===== config.mk =====
export PLATFORM = sky130hd
export DESIGN_NAME = data_path_flat
export DESIGN_NICKNAME = d
export VERILOG_FILES = /design/src/rtl/data_path_if.sv /design/src/rtl/data_path.sv /design/src/flat_wrapper.sv
export SDC_FILE = /design/constraint.sdc
export NUM_CORES = 2
export LEC_CHECK = 0
export BUFFER_PORTS_ARGS = -buffer_cell sky130_fd_sc_hd__buf_4
export CAP_MARGIN = 20
export CORE_MARGIN = 5
export CORE_UTILIZATION = 30
export CTS_CLUSTER_DIAMETER = 50
export CTS_CLUSTER_SIZE = 14
export DETAILED_ROUTE_END_ITERATION = 16
export GPL_ROUTABILITY_DRIVEN = 0
export MAX_ROUTING_LAYER = met4
export PLACE_DENSITY = 0.42
export SETUP_SLACK_MARGIN = 0.3
export SLEW_MARGIN = 0
export SYNTH_ARGS = -nofsm -noshare
export SYNTH_HDL_FRONTEND = slang
export SYNTH_SLANG_ARGS = --single-unit

===== constraint.sdc =====
create_clock -name clock -period 41.5 [get_ports clock]
set_clock_uncertainty 0.2 [all_clocks]
set_input_delay 2.075 -clock clock [delete_from_list [all_inputs] [get_ports clock]]
set_output_delay 2.075 -clock clock [all_outputs]
set_load 0.1 [all_outputs]

===== src/rtl/data_path_if.sv =====
// Control/data bundle for the single-bus CPU datapath: bus source selects,
// register load enables, memory data in, and the observable register outputs.
interface data_path_if #(
    parameter int WIDTH = 32
);
    logic [WIDTH-1:0]   Mdatain;
    logic [4:0]         opcode;
    logic               Read;
    logic               PCout, Zhighout, Zlowout, MDRout, HIout, LOout;
    // Bit i of Rout/Rin is the Ri out-select / load enable.
    logic [15:0]        Rout;
    logic [15:0]        Rin;
    logic               HIin, LOin, PCin, IRin, MARin, MDRin, Yin;
    logic               ZHighIn, ZLowIn, IncPC, Cin;
    logic [WIDTH-1:0]   BusMuxOut;
    logic [WIDTH-1:0]   IRdata;
    logic [WIDTH-1:0]   MARdata;
    logic [2*WIDTH-1:0] Zdata;

    modport master (
        output Mdatain, opcode, Read,
        output PCout, Zhighout, Zlowout, MDRout, HIout, LOout, Rout, Rin,
        output HIin, LOin, PCin, IRin, MARin, MDRin, Yin,
        output ZHighIn, ZLowIn, IncPC, Cin,
        input  BusMuxOut, IRdata, MARdata, Zdata
    );

    modport slave (
        input  Mdatain, opcode, Read,
        input  PCout, Zhighout, Zlowout, MDRout, HIout, LOout, Rout, Rin,
        input  HIin, LOin, PCin, IRin, MARin, MDRin, Yin,
        input  ZHighIn, ZLowIn, IncPC, Cin,
        output BusMuxOut, IRdata, MARdata, Zdata
    );
endinterface


===== src/rtl/data_path.sv =====
// 32-bit single-bus CPU datapath: R0-R15, HI, LO, PC, IR, MAR, MDR, Y, 64-bit Z and ALU.
// Define DATAPATH_MULDIV_EN to build the signed multiplier/divider for MUL and DIV.
module data_path #(
    parameter int WIDTH = 32
) (
    input logic        clock,
    input logic        clear,
    data_path_if.slave bus_if
);

    typedef enum logic [4:0] {
        OP_ADD  = 5'b00011,
        OP_SUB  = 5'b00100,
        OP_AND  = 5'b00101,
        OP_OR   = 5'b00110,
        OP_ROR  = 5'b00111,
        OP_ROL  = 5'b01000,
        OP_SHR  = 5'b01001,
        OP_SHRA = 5'b01010,
        OP_SHL  = 5'b01011,
        OP_MUL  = 5'b01111,
        OP_DIV  = 5'b10000,
        OP_NEG  = 5'b10001,
        OP_NOT  = 5'b10010
    } alu_op_e;

    logic [WIDTH-1:0]   r_q [16];
    logic [WIDTH-1:0]   hi_q, lo_q, pc_q, ir_q, mar_q, mdr_q, y_q;
    logic [2*WIDTH-1:0] z_q;
    logic [WIDTH-1:0]   bus;
    logic [2*WIDTH-1:0] alu_res;
    logic [2*WIDTH-1:0] rot;
    logic [4:0]         shamt;

    // Sources are written lowest priority first so R0 ends up winning; an x/z
    // select fails the if-test and behaves as deasserted.
    // NOTE: every always_comb output gets a default first, otherwise an
    // unassigned path infers a latch.
    always_comb begin
        bus = '0;
        if (bus_if.MDRout)   bus = mdr_q;
        if (bus_if.PCout)    bus = pc_q;
        if (bus_if.Zlowout)  bus = z_q[WIDTH-1:0];
        if (bus_if.Zhighout) bus = z_q[2*WIDTH-1:WIDTH];
        if (bus_if.LOout)    bus = lo_q;
        if (bus_if.HIout)    bus = hi_q;
        for (int i = 15; i >= 0; i--) begin
            if (bus_if.Rout[i]) bus = r_q[i];
        end
    end

`ifdef DATAPATH_MULDIV_EN
    logic signed [2*WIDTH-1:0] mul_a, mul_b;
    logic signed [WIDTH-1:0]   div_a, div_b;
    assign mul_a = {{WIDTH{y_q[WIDTH-1]}}, y_q};
    assign mul_b = {{WIDTH{bus[WIDTH-1]}}, bus};
    assign div_a = y_q;
    assign div_b = bus;
`endif

    always_comb begin
        alu_res = '0;
        rot     = '0;
        shamt   = bus[4:0];
        case (bus_if.opcode)
            OP_ADD:  alu_res[WIDTH-1:0] = y_q + bus + {{(WIDTH-1){1'b0}}, bus_if.Cin};
            OP_SUB:  alu_res[WIDTH-1:0] = y_q - bus;
            OP_AND:  alu_res[WIDTH-1:0] = y_q & bus;
            OP_OR:   alu_res[WIDTH-1:0] = y_q | bus;
            OP_ROR: begin
                rot = {y_q, y_q} >> shamt;
                alu_res[WIDTH-1:0] = rot[WIDTH-1:0];
            end
            OP_ROL: begin
                rot = {y_q, y_q} << shamt;
                alu_res[WIDTH-1:0] = rot[2*WIDTH-1:WIDTH];
            end
            OP_SHR:  alu_res[WIDTH-1:0] = y_q >> shamt;
            OP_SHRA: alu_res[WIDTH-1:0] = $signed(y_q) >>> shamt;
            OP_SHL:  alu_res[WIDTH-1:0] = y_q << shamt;
`ifdef DATAPATH_MULDIV_EN
            OP_MUL:  alu_res = mul_a * mul_b;
            OP_DIV: begin
                // Divide-by-zero returns all-ones quotient and A as remainder.
                if (bus == '0) alu_res = {y_q, {WIDTH{1'b1}}};
                else           alu_res = {div_a % div_b, div_a / div_b};
            end
`endif
            OP_NEG:  alu_res[WIDTH-1:0] = -y_q;
            OP_NOT:  alu_res[WIDTH-1:0] = ~y_q;
            default: alu_res = '0;
        endcase
    end

    // NOTE: the register file is a small array of flops that must read zero
    // after clear, so it is reset here like every other register.
    always_ff @(posedge clock or posedge clear) begin
        if (clear) begin
            for (int i = 0; i < 16; i++) r_q[i] <= '0;
            hi_q  <= '0;
            lo_q  <= '0;
            pc_q  <= '0;
            ir_q  <= '0;
            mar_q <= '0;
            mdr_q <= '0;
            y_q   <= '0;
            z_q   <= '0;
        end else begin
            for (int i = 0; i < 16; i++) begin
                if (bus_if.Rin[i]) r_q[i] <= bus;
            end
            if (bus_if.HIin)  hi_q  <= bus;
            if (bus_if.LOin)  lo_q  <= bus;
            if (bus_if.IRin)  ir_q  <= bus;
            if (bus_if.MARin) mar_q <= bus;
            if (bus_if.Yin)   y_q   <= bus;
            if (bus_if.MDRin) mdr_q <= bus_if.Read ? bus_if.Mdatain : bus;
            if (bus_if.PCin)       pc_q <= bus;
            else if (bus_if.IncPC) pc_q <= pc_q + WIDTH'(1);
            if (bus_if.ZHighIn) z_q[2*WIDTH-1:WIDTH] <= alu_res[2*WIDTH-1:WIDTH];
            if (bus_if.ZLowIn)  z_q[WIDTH-1:0]       <= alu_res[WIDTH-1:0];
        end
    end

    assign bus_if.BusMuxOut = bus;
    assign bus_if.IRdata    = ir_q;
    assign bus_if.MARdata   = mar_q;
    assign bus_if.Zdata     = z_q;

endmodule


===== src/flat_wrapper.sv =====
// flat-port wrapper written by rule: the top's interface ports become plain ports
module data_path_flat 
#(
    parameter int WIDTH = 32
)
  (clock, clear, bus_if_Mdatain, bus_if_opcode, bus_if_Read, bus_if_PCout, bus_if_Zhighout, bus_if_Zlowout, bus_if_MDRout, bus_if_HIout, bus_if_LOout, bus_if_Rout, bus_if_Rin, bus_if_HIin, bus_if_LOin, bus_if_PCin, bus_if_IRin, bus_if_MARin, bus_if_MDRin, bus_if_Yin, bus_if_ZHighIn, bus_if_ZLowIn, bus_if_IncPC, bus_if_Cin, bus_if_BusMuxOut, bus_if_IRdata, bus_if_MARdata, bus_if_Zdata);
  data_path_if #(.WIDTH(WIDTH)) bus_if_i ();
  input logic clock;
  input logic clear;
  input wire logic [$bits(bus_if_i.Mdatain)-1:0] bus_if_Mdatain;
  input wire logic [$bits(bus_if_i.opcode)-1:0] bus_if_opcode;
  input wire logic [$bits(bus_if_i.Read)-1:0] bus_if_Read;
  input wire logic [$bits(bus_if_i.PCout)-1:0] bus_if_PCout;
  input wire logic [$bits(bus_if_i.Zhighout)-1:0] bus_if_Zhighout;
  input wire logic [$bits(bus_if_i.Zlowout)-1:0] bus_if_Zlowout;
  input wire logic [$bits(bus_if_i.MDRout)-1:0] bus_if_MDRout;
  input wire logic [$bits(bus_if_i.HIout)-1:0] bus_if_HIout;
  input wire logic [$bits(bus_if_i.LOout)-1:0] bus_if_LOout;
  input wire logic [$bits(bus_if_i.Rout)-1:0] bus_if_Rout;
  input wire logic [$bits(bus_if_i.Rin)-1:0] bus_if_Rin;
  input wire logic [$bits(bus_if_i.HIin)-1:0] bus_if_HIin;
  input wire logic [$bits(bus_if_i.LOin)-1:0] bus_if_LOin;
  input wire logic [$bits(bus_if_i.PCin)-1:0] bus_if_PCin;
  input wire logic [$bits(bus_if_i.IRin)-1:0] bus_if_IRin;
  input wire logic [$bits(bus_if_i.MARin)-1:0] bus_if_MARin;
  input wire logic [$bits(bus_if_i.MDRin)-1:0] bus_if_MDRin;
  input wire logic [$bits(bus_if_i.Yin)-1:0] bus_if_Yin;
  input wire logic [$bits(bus_if_i.ZHighIn)-1:0] bus_if_ZHighIn;
  input wire logic [$bits(bus_if_i.ZLowIn)-1:0] bus_if_ZLowIn;
  input wire logic [$bits(bus_if_i.IncPC)-1:0] bus_if_IncPC;
  input wire logic [$bits(bus_if_i.Cin)-1:0] bus_if_Cin;
  output wire logic [$bits(bus_if_i.BusMuxOut)-1:0] bus_if_BusMuxOut;
  output wire logic [$bits(bus_if_i.IRdata)-1:0] bus_if_IRdata;
  output wire logic [$bits(bus_if_i.MARdata)-1:0] bus_if_MARdata;
  output wire logic [$bits(bus_if_i.Zdata)-1:0] bus_if_Zdata;
  assign bus_if_i.Mdatain = bus_if_Mdatain;
  assign bus_if_i.opcode = bus_if_opcode;
  assign bus_if_i.Read = bus_if_Read;
  assign bus_if_i.PCout = bus_if_PCout;
  assign bus_if_i.Zhighout = bus_if_Zhighout;
  assign bus_if_i.Zlowout = bus_if_Zlowout;
  assign bus_if_i.MDRout = bus_if_MDRout;
  assign bus_if_i.HIout = bus_if_HIout;
  assign bus_if_i.LOout = bus_if_LOout;
  assign bus_if_i.Rout = bus_if_Rout;
  assign bus_if_i.Rin = bus_if_Rin;
  assign bus_if_i.HIin = bus_if_HIin;
  assign bus_if_i.LOin = bus_if_LOin;
  assign bus_if_i.PCin = bus_if_PCin;
  assign bus_if_i.IRin = bus_if_IRin;
  assign bus_if_i.MARin = bus_if_MARin;
  assign bus_if_i.MDRin = bus_if_MDRin;
  assign bus_if_i.Yin = bus_if_Yin;
  assign bus_if_i.ZHighIn = bus_if_ZHighIn;
  assign bus_if_i.ZLowIn = bus_if_ZLowIn;
  assign bus_if_i.IncPC = bus_if_IncPC;
  assign bus_if_i.Cin = bus_if_Cin;
  assign bus_if_BusMuxOut = bus_if_i.BusMuxOut;
  assign bus_if_IRdata = bus_if_i.IRdata;
  assign bus_if_MARdata = bus_if_i.MARdata;
  assign bus_if_Zdata = bus_if_i.Zdata;
  data_path #(.WIDTH(WIDTH)) u_core (.clock(clock), .clear(clear), .bus_if(bus_if_i));
endmodule

## After elaboration in Yosys (flattened, before gate mapping)

Index checks and enable logic that the tools add are counted.
W data, S select, Z words.

- Multiply operators: 0
- Magnitude comparators: 0
- Shift operators: 5
- Bitwise operators: 3
- Muxes and demuxes: 26
- Equality and inequality tests: 11
- Add/subtract/negate cells: 5
- Divide/modulo/power cells: 0
- Reduce and logical (&&, ||, !) cells: 1

Operators by type and width:

| cell | number |
|---|---|
| $mux W32 | 25 |
| $pmux W32 S11 | 1 |
| $shl A64 B5 Y64 | 1 |
| $shr A64 B5 Y32 | 1 |
| $add A32 B1 Y32 | 1 |
| $add A32 B1 Y32 const B | 1 |
| $add A32 B32 Y32 | 1 |
| $and A32 B32 Y32 | 1 |
| $neg A32 Y32 | 1 |
| $not A32 Y32 | 1 |
| $or A32 B32 Y32 | 1 |
| $shl A32 B5 Y32 | 1 |
| $shr A32 B5 Y32 | 1 |
| $sshr A32 B5 Y32 | 1 |
| $sub A32 B32 Y32 | 1 |
| $eq A5 B3 Y1 const B | 4 |
| $eq A5 B4 Y1 const B | 4 |
| $eq A5 B5 Y1 const B | 2 |
| $eq A5 B2 Y1 const B | 1 |
| $reduce_bool A2 Y1 | 1 |

- Bits in writable memories: 0
- ROM bits: 0
- Memories kept: 0
- Logic and storage cells: 75
- Register bits after elaboration: 768
- Bits in latches: 0
- Output and inout port bits: 160
- Input port bits: 89

## Logic depth before layout (Yosys ltp)

- Depth in word-level cells: 25
- Mapped depth: 29

## Worst setup path after synthesis

No wires, ideal clock.

- Kind: input -> register
- Start point: input port bus_if_PCout
- End point: register u_core.z_q[29], in the netlist u_core.bus_if.Zdata[29]
- Buffers on the path: 5
- Stages: 28
- Setup time: 0.126 ns
- Slack: 32.916 ns
- Arrival: 8.258 ns
- Required time: 41.174 ns
- Cell sequence: buf_2 nor2b_1 buf_2 buf_2 a22oi_1 o21ai_0 a221oi_1 o311ai_0 a221oi_1 a211o_1 a221oi_1 o21ai_0 a21oi_1 clkbuf_1 inv_1 ha_1 clkbuf_1 nand3_1 o211ai_1 o311a_1 a311oi_1 or3_1 a31oi_1 o21ba_2 o21ai_0 a2111oi_2 a211oi_1 a221o_1

- Longest elaborated chain between the ends: 24

Ends and longest elaborated chain:

| element | line | text |
|---|---|---|
| start, declared | flat_wrapper.sv:13 | `input wire logic [$bits(bus_if_i.PCout)-1:0] bus_if_PCout;` |
| $mux W32 * | data_path.sv:42 | `if (bus_if.PCout) bus = pc_q;` |
| $mux W32 * | data_path.sv:43 | `if (bus_if.Zlowout) bus = z_q[WIDTH-1:0];` |
| $mux W32 * | data_path.sv:44 | `if (bus_if.Zhighout) bus = z_q[2*WIDTH-1:WIDTH];` |
| $mux W32 * | data_path.sv:45 | `if (bus_if.LOout) bus = lo_q;` |
| $mux W32 * | data_path.sv:46 | `if (bus_if.HIout) bus = hi_q;` |
| $mux W32 * (16 in a row) | data_path.sv:48 | `if (bus_if.Rout[i]) bus = r_q[i];` |
| via bus_if_BusMuxOut[9] | flat_wrapper.sv:32 | `output wire logic [$bits(bus_if_i.BusMuxOut)-1:0] bus_if_BusMuxOut;` |
| $add A32 B32 Y32 | data_path.sv:66 | `OP_ADD: alu_res[WIDTH-1:0] = y_q + bus + {{(WIDTH-1){1'b0}}, bus_if.Cin};` |
| $add A32 B1 Y32 | data_path.sv:66 |  |
| $pmux W32 S11 * | data_path.sv:65 | `case (bus_if.opcode)` |
| end signal, assigned by index | data_path.sv:120 | `if (bus_if.ZHighIn) z_q[2*WIDTH-1:WIDTH] <= alu_res[2*WIDTH-1:WIDTH];` |
| end signal, assigned by index | data_path.sv:121 | `if (bus_if.ZLowIn) z_q[WIDTH-1:0] <= alu_res[WIDTH-1:0];` |
| end, declared | data_path.sv:29 | `logic [2*WIDTH-1:0] z_q;` |

Mark *: on every way through the listed nets, which the timed path passes. The rest lies on a longest branch.
A chain may end at the register's enable or synchronous reset.

## Final worst setup path

- Start point: input port bus_if_PCout
- End point: register u_core.z_q[29], in the netlist u_core.bus_if.Zdata[29]

- Longest elaborated chain between the ends: 24

Ends and longest elaborated chain:

| element | line |
|---|---|
| $mux W32 * | data_path.sv:42 |
| $mux W32 * | data_path.sv:43 |
| $mux W32 * | data_path.sv:44 |
| $mux W32 * | data_path.sv:45 |
| $mux W32 * | data_path.sv:46 |
| $mux W32 * (16 in a row) | data_path.sv:48 |
| $add A32 B32 Y32 | data_path.sv:66 |
| $add A32 B1 Y32 | data_path.sv:66 |
| $pmux W32 S11 * | data_path.sv:65 |

Every way passes the cells marked *; elsewhere a longest branch is shown, timed or not.

==> implementation parameters <==
Parameter                              Value

Yosys
  Area of the mapped netlist ... around 47,000 µm²
  Number of flip-flops and latches in the synthesized netlist ... 768
  Post-synthesis cell count ... roughly 5,100
  Count of synthesis-stage warnings from yosys ... 0
  Async S/R FF share, synth ... 1.000
  Top post-synthesis cells by count ... sky130_fd_sc_hd__dfrtp_1, sky130_fd_sc_hd__mux2_2, sky130_fd_sc_hd__nand2_1, sky130_fd_sc_hd__nor2_1, sky130_fd_sc_hd__a21oi_1
  Area share of the largest cell type after synthesis ... 0.4118
  Synth cell types ... 100
  Cell type contributing the most total cell area after synthesis ... sky130_fd_sc_hd__dfrtp_1
  Sequential share of the synthesized area ... 0.4118
  Leading post-synthesis cells by cell area ... sky130_fd_sc_hd__dfrtp_1, sky130_fd_sc_hd__mux2_2, sky130_fd_sc_hd__a21oi_1, sky130_fd_sc_hd__o21ai_0, sky130_fd_sc_hd__nand2_1
  Count of flip-flops with a built-in enable after synthesis ... 0
  Most common cell in the netlist ... sky130_fd_sc_hd__dfrtp_1
  Mean area per synthesized cell ... between 9 and 10 µm²
  Synth Flop Type ... sky130_fd_sc_hd__dfrtp_1

STA
  Final setup violation count ... 0
  Actual slew at the worst max-slew pin ... 1.190 ns
  Final period util ... 0.2326
  Final number of hold-violating endpoints ... 0
  FMAX ... about 100 MHz
  Min cycle time layout ... 9.652 ns
  Accumulated negative setup slack ... 0 ns
  Final number of max-transition violations ... 0
  Worst setup slack after layout ... ~32 ns
  Worst slew margin ... 0.1939
  RSZ-0062 raised after global routing ... false

Floorplan
  Standard-cell rows ... approximately 140
  Std-Cell Core Area ... ~150,000 µm²
  Starting density of the core ... 0.3022
  Die outline width ... just over 400 µm
  IO Pins ... around 250
  Die outline height ... about 400 µm
  Total die area ... about 160,000 µm²

Global routing
  Busiest layer in global routing ... met2
  Global-route wire length before repair ... 304.8 mm
  Aggregate global routing overflow ... 0
  Overall Global Routing Usage ... 0.2587
  Met3 track demand over resource in global routing ... 0.04238
  Largest net degree at the start of global routing ... ~170
  Via count of the first global-routing pass ... around 40,000
  GR Layer Usage met2 ... 0.3930
  Number of antenna violations at the first check in global routing ... 12
  Met1 routing resource usage after global routing ... 0.3493

Clocking
  Clock latency reported for the late side of the worst-skew pair ... 0.75 ns
  CTS Hold Bufs ... 0
  Post-cts sizing count ... 0
  Clock buffer count from CTS ... around 120
  Clock sink total ... about 770
  Number of H-tree levels ... 3
  Number of buffers between clock root and the deepest sink ... 3
  Clock tree from TritonCTS ... yes
  Clock root buffer master ... sky130_fd_sc_hd__clkbuf_16
  Post-CTS clock slew at the launch and capture registers of the worst setup and hold paths ... 0.05 ns
  Number of buffers added for setup after CTS ... 0

Placed design
  Detailed placer's ending HPWL ... about 150 mm
  Setup slack at placement ... roughly 31 ns
  Placed insts ... ~7,000
  Number of buffers inserted by port buffering ... around 220
  Area of placed instances ... 50,210 µm²

Worst setup path
  Largest stage delay on the critical path ... 0.79 ns
  Critical Path RT ... between 40 and 50 ns
  Stages on the worst setup path ... 27
  Family with the most delay on the worst path ... compound AO/OA/AOI/OAI gates
  Critical path class ... input pin to flop
  Arrival time of data at the critical path endpoint ... between 10 and 15 ns
  CP Max Fanout ... 35
  R2R Path End ... u_core.bus_if.Zdata[29]
  Source of the critical timing path ... bus_if_PCout
  Reg2reg setup slack ... between 30 and 40 ns
  Worst reg-to-reg path cell count ... 23
  Critical path endpoint category ... flop
  Crit path to ... u_core.bus_if.Zdata[29]
  Cell with the largest stage delay on the worst path ... sky130_fd_sc_hd__a311oi_1
  Buffers plus inverters on the worst setup path ... 4
  Category of the worst setup path launch point ... input pin
  Launch instance of the worst register-to-register path ... u_core.mdr_q[19]

Power
  Power density over cell area ... slightly above 70 nW/µm²
  Peak VDD IR ... 66.26 µV
  Cell leakage power ... approximately 22 nW

Drt
  Drt pass-1 iters ... 6
  Total number of vias ... around 41,000
  Mean number of vias per cell ... roughly 5.7
  DRT iter0 DRCs ... a little over 4,000
  DRC violations left ... 0
  Final antenna-violating net count ... 0
  Drt wl/cell ... 29.15 µm
  Final routed wirelength across all metal layers ... approximately 210 mm

Run
  Max-cap viol count ... 0

Final layout
  Final net count ... between 5,000 and 6,000
  Area growth syn-to-layout ... 16.51%
  Proportion of layout cells with a drive suffix above 1 ... 0.2183
  Final instance count without filler cells ... 7,225
  Non-Filler Cell Area, Final ... ~54,000 µm²
  Number of fillers in the final layout ... about 16,000

Run status
  Result of the run ... complete, no violations

Worst hold path
  Min-Delay Path Class ... flop to flop
flip-flops by register name (all words and copies together) (netlist names):
register / cells
u_core.pc_q: 32
u_core.hi_q: 32
u_core.bus_if.Zdata: 32
u_core.bus_if.MARdata: 32
u_core.r_q: 512
u_core.lo_q: 32
u_core.y_q: 32
u_core.mdr_q: 32
u_core.bus_if.IRdata: 32
area by class of cell:
cell class,count,area (µm²),area share
antenna,10,25.02,0.0004603
inverter,194,739.5,0.01360
multi-input combinational,3657,25170,0.4630
sequential,768,19220,0.3535
clock buffer,138,3094,0.05691
timing repair buffer,337,2579,0.04743
clock inverter,77,982.2,0.01807
tap,2044,2557,0.04704
per-layer routing:
layer / up-vias / routed length, µm
met3: 411 / 13980
met1: 20980 / 93040
met2: 1655 / 94650
met5: - / 0
met4: 0 / 8946
li1: 18420 / -
worst min path at each step:
stage                               start              end  depth (start not counted)
after floorplan            u_core.lo_q[5]   u_core.lo_q[5]                          1
after global placement    u_core.r_q[349]  u_core.r_q[349]                          1
final                      u_core.lo_q[5]   u_core.lo_q[5]                          1
after CTS                 u_core.r_q[349]  u_core.r_q[349]                          1
after global routing      u_core.r_q[510]  u_core.r_q[510]                          1
after detailed placement   u_core.lo_q[7]   u_core.lo_q[7]                          1
cell families after synthesis:
family,after synthesis,synth area share
compound gates,1549,0.2156
simple gates,1302,0.1272
flops,768,0.4118
buf+inv,686,0.06001
mux,602,0.1429
fa+ha+maj,120,0.03266
xor+xnor,52,0.009760
other cells,1,0.00008036
placed cells by master (no fill, tap or decap), drive strengths merged, types with 54 or more instances in the layout:
cell	Yosys	final
nor2b	59	59
buf	160	337
a22oi	70	70
a211oi	54	54
inv	192	205
a21oi	415	415
o22ai	74	74
nor3	89	89
mux2i	99	99
nand2	426	426
o21ai	393	393
nand3	121	121
dfrtp	768	768
a31oi	55	55
ha	117	117
mux2	502	502
clkbuf	332	138
nor2	427	427
a221oi	105	105
metrics by stage:
| step | hold WS (ns) | power [mW] | util |
|---|---|---|---|
| detailed placement | 0.2876 | 2.829 | 0.3252 |
| floorplan | 0.2721 | 2.273 | - |
| global route | 0.3065 | 4.058 | 0.3520 |
| finish | 0.2959 | 3.871 | 0.3521 |
| global placement | 0.2824 | 2.813 | 0.3252 |
| CTS | 0.3011 | 3.877 | 0.3516 |
report_power, final:
group	switching, mW	leakage [nW]	internal (mW)
clock	0.404	1.96	0.626
sequential	0.179	8.53	1.00
combinational	1.14	11.3	0.517
total	1.73	21.8	2.14
Note: power is estimated with default switching activity, not from simulation.
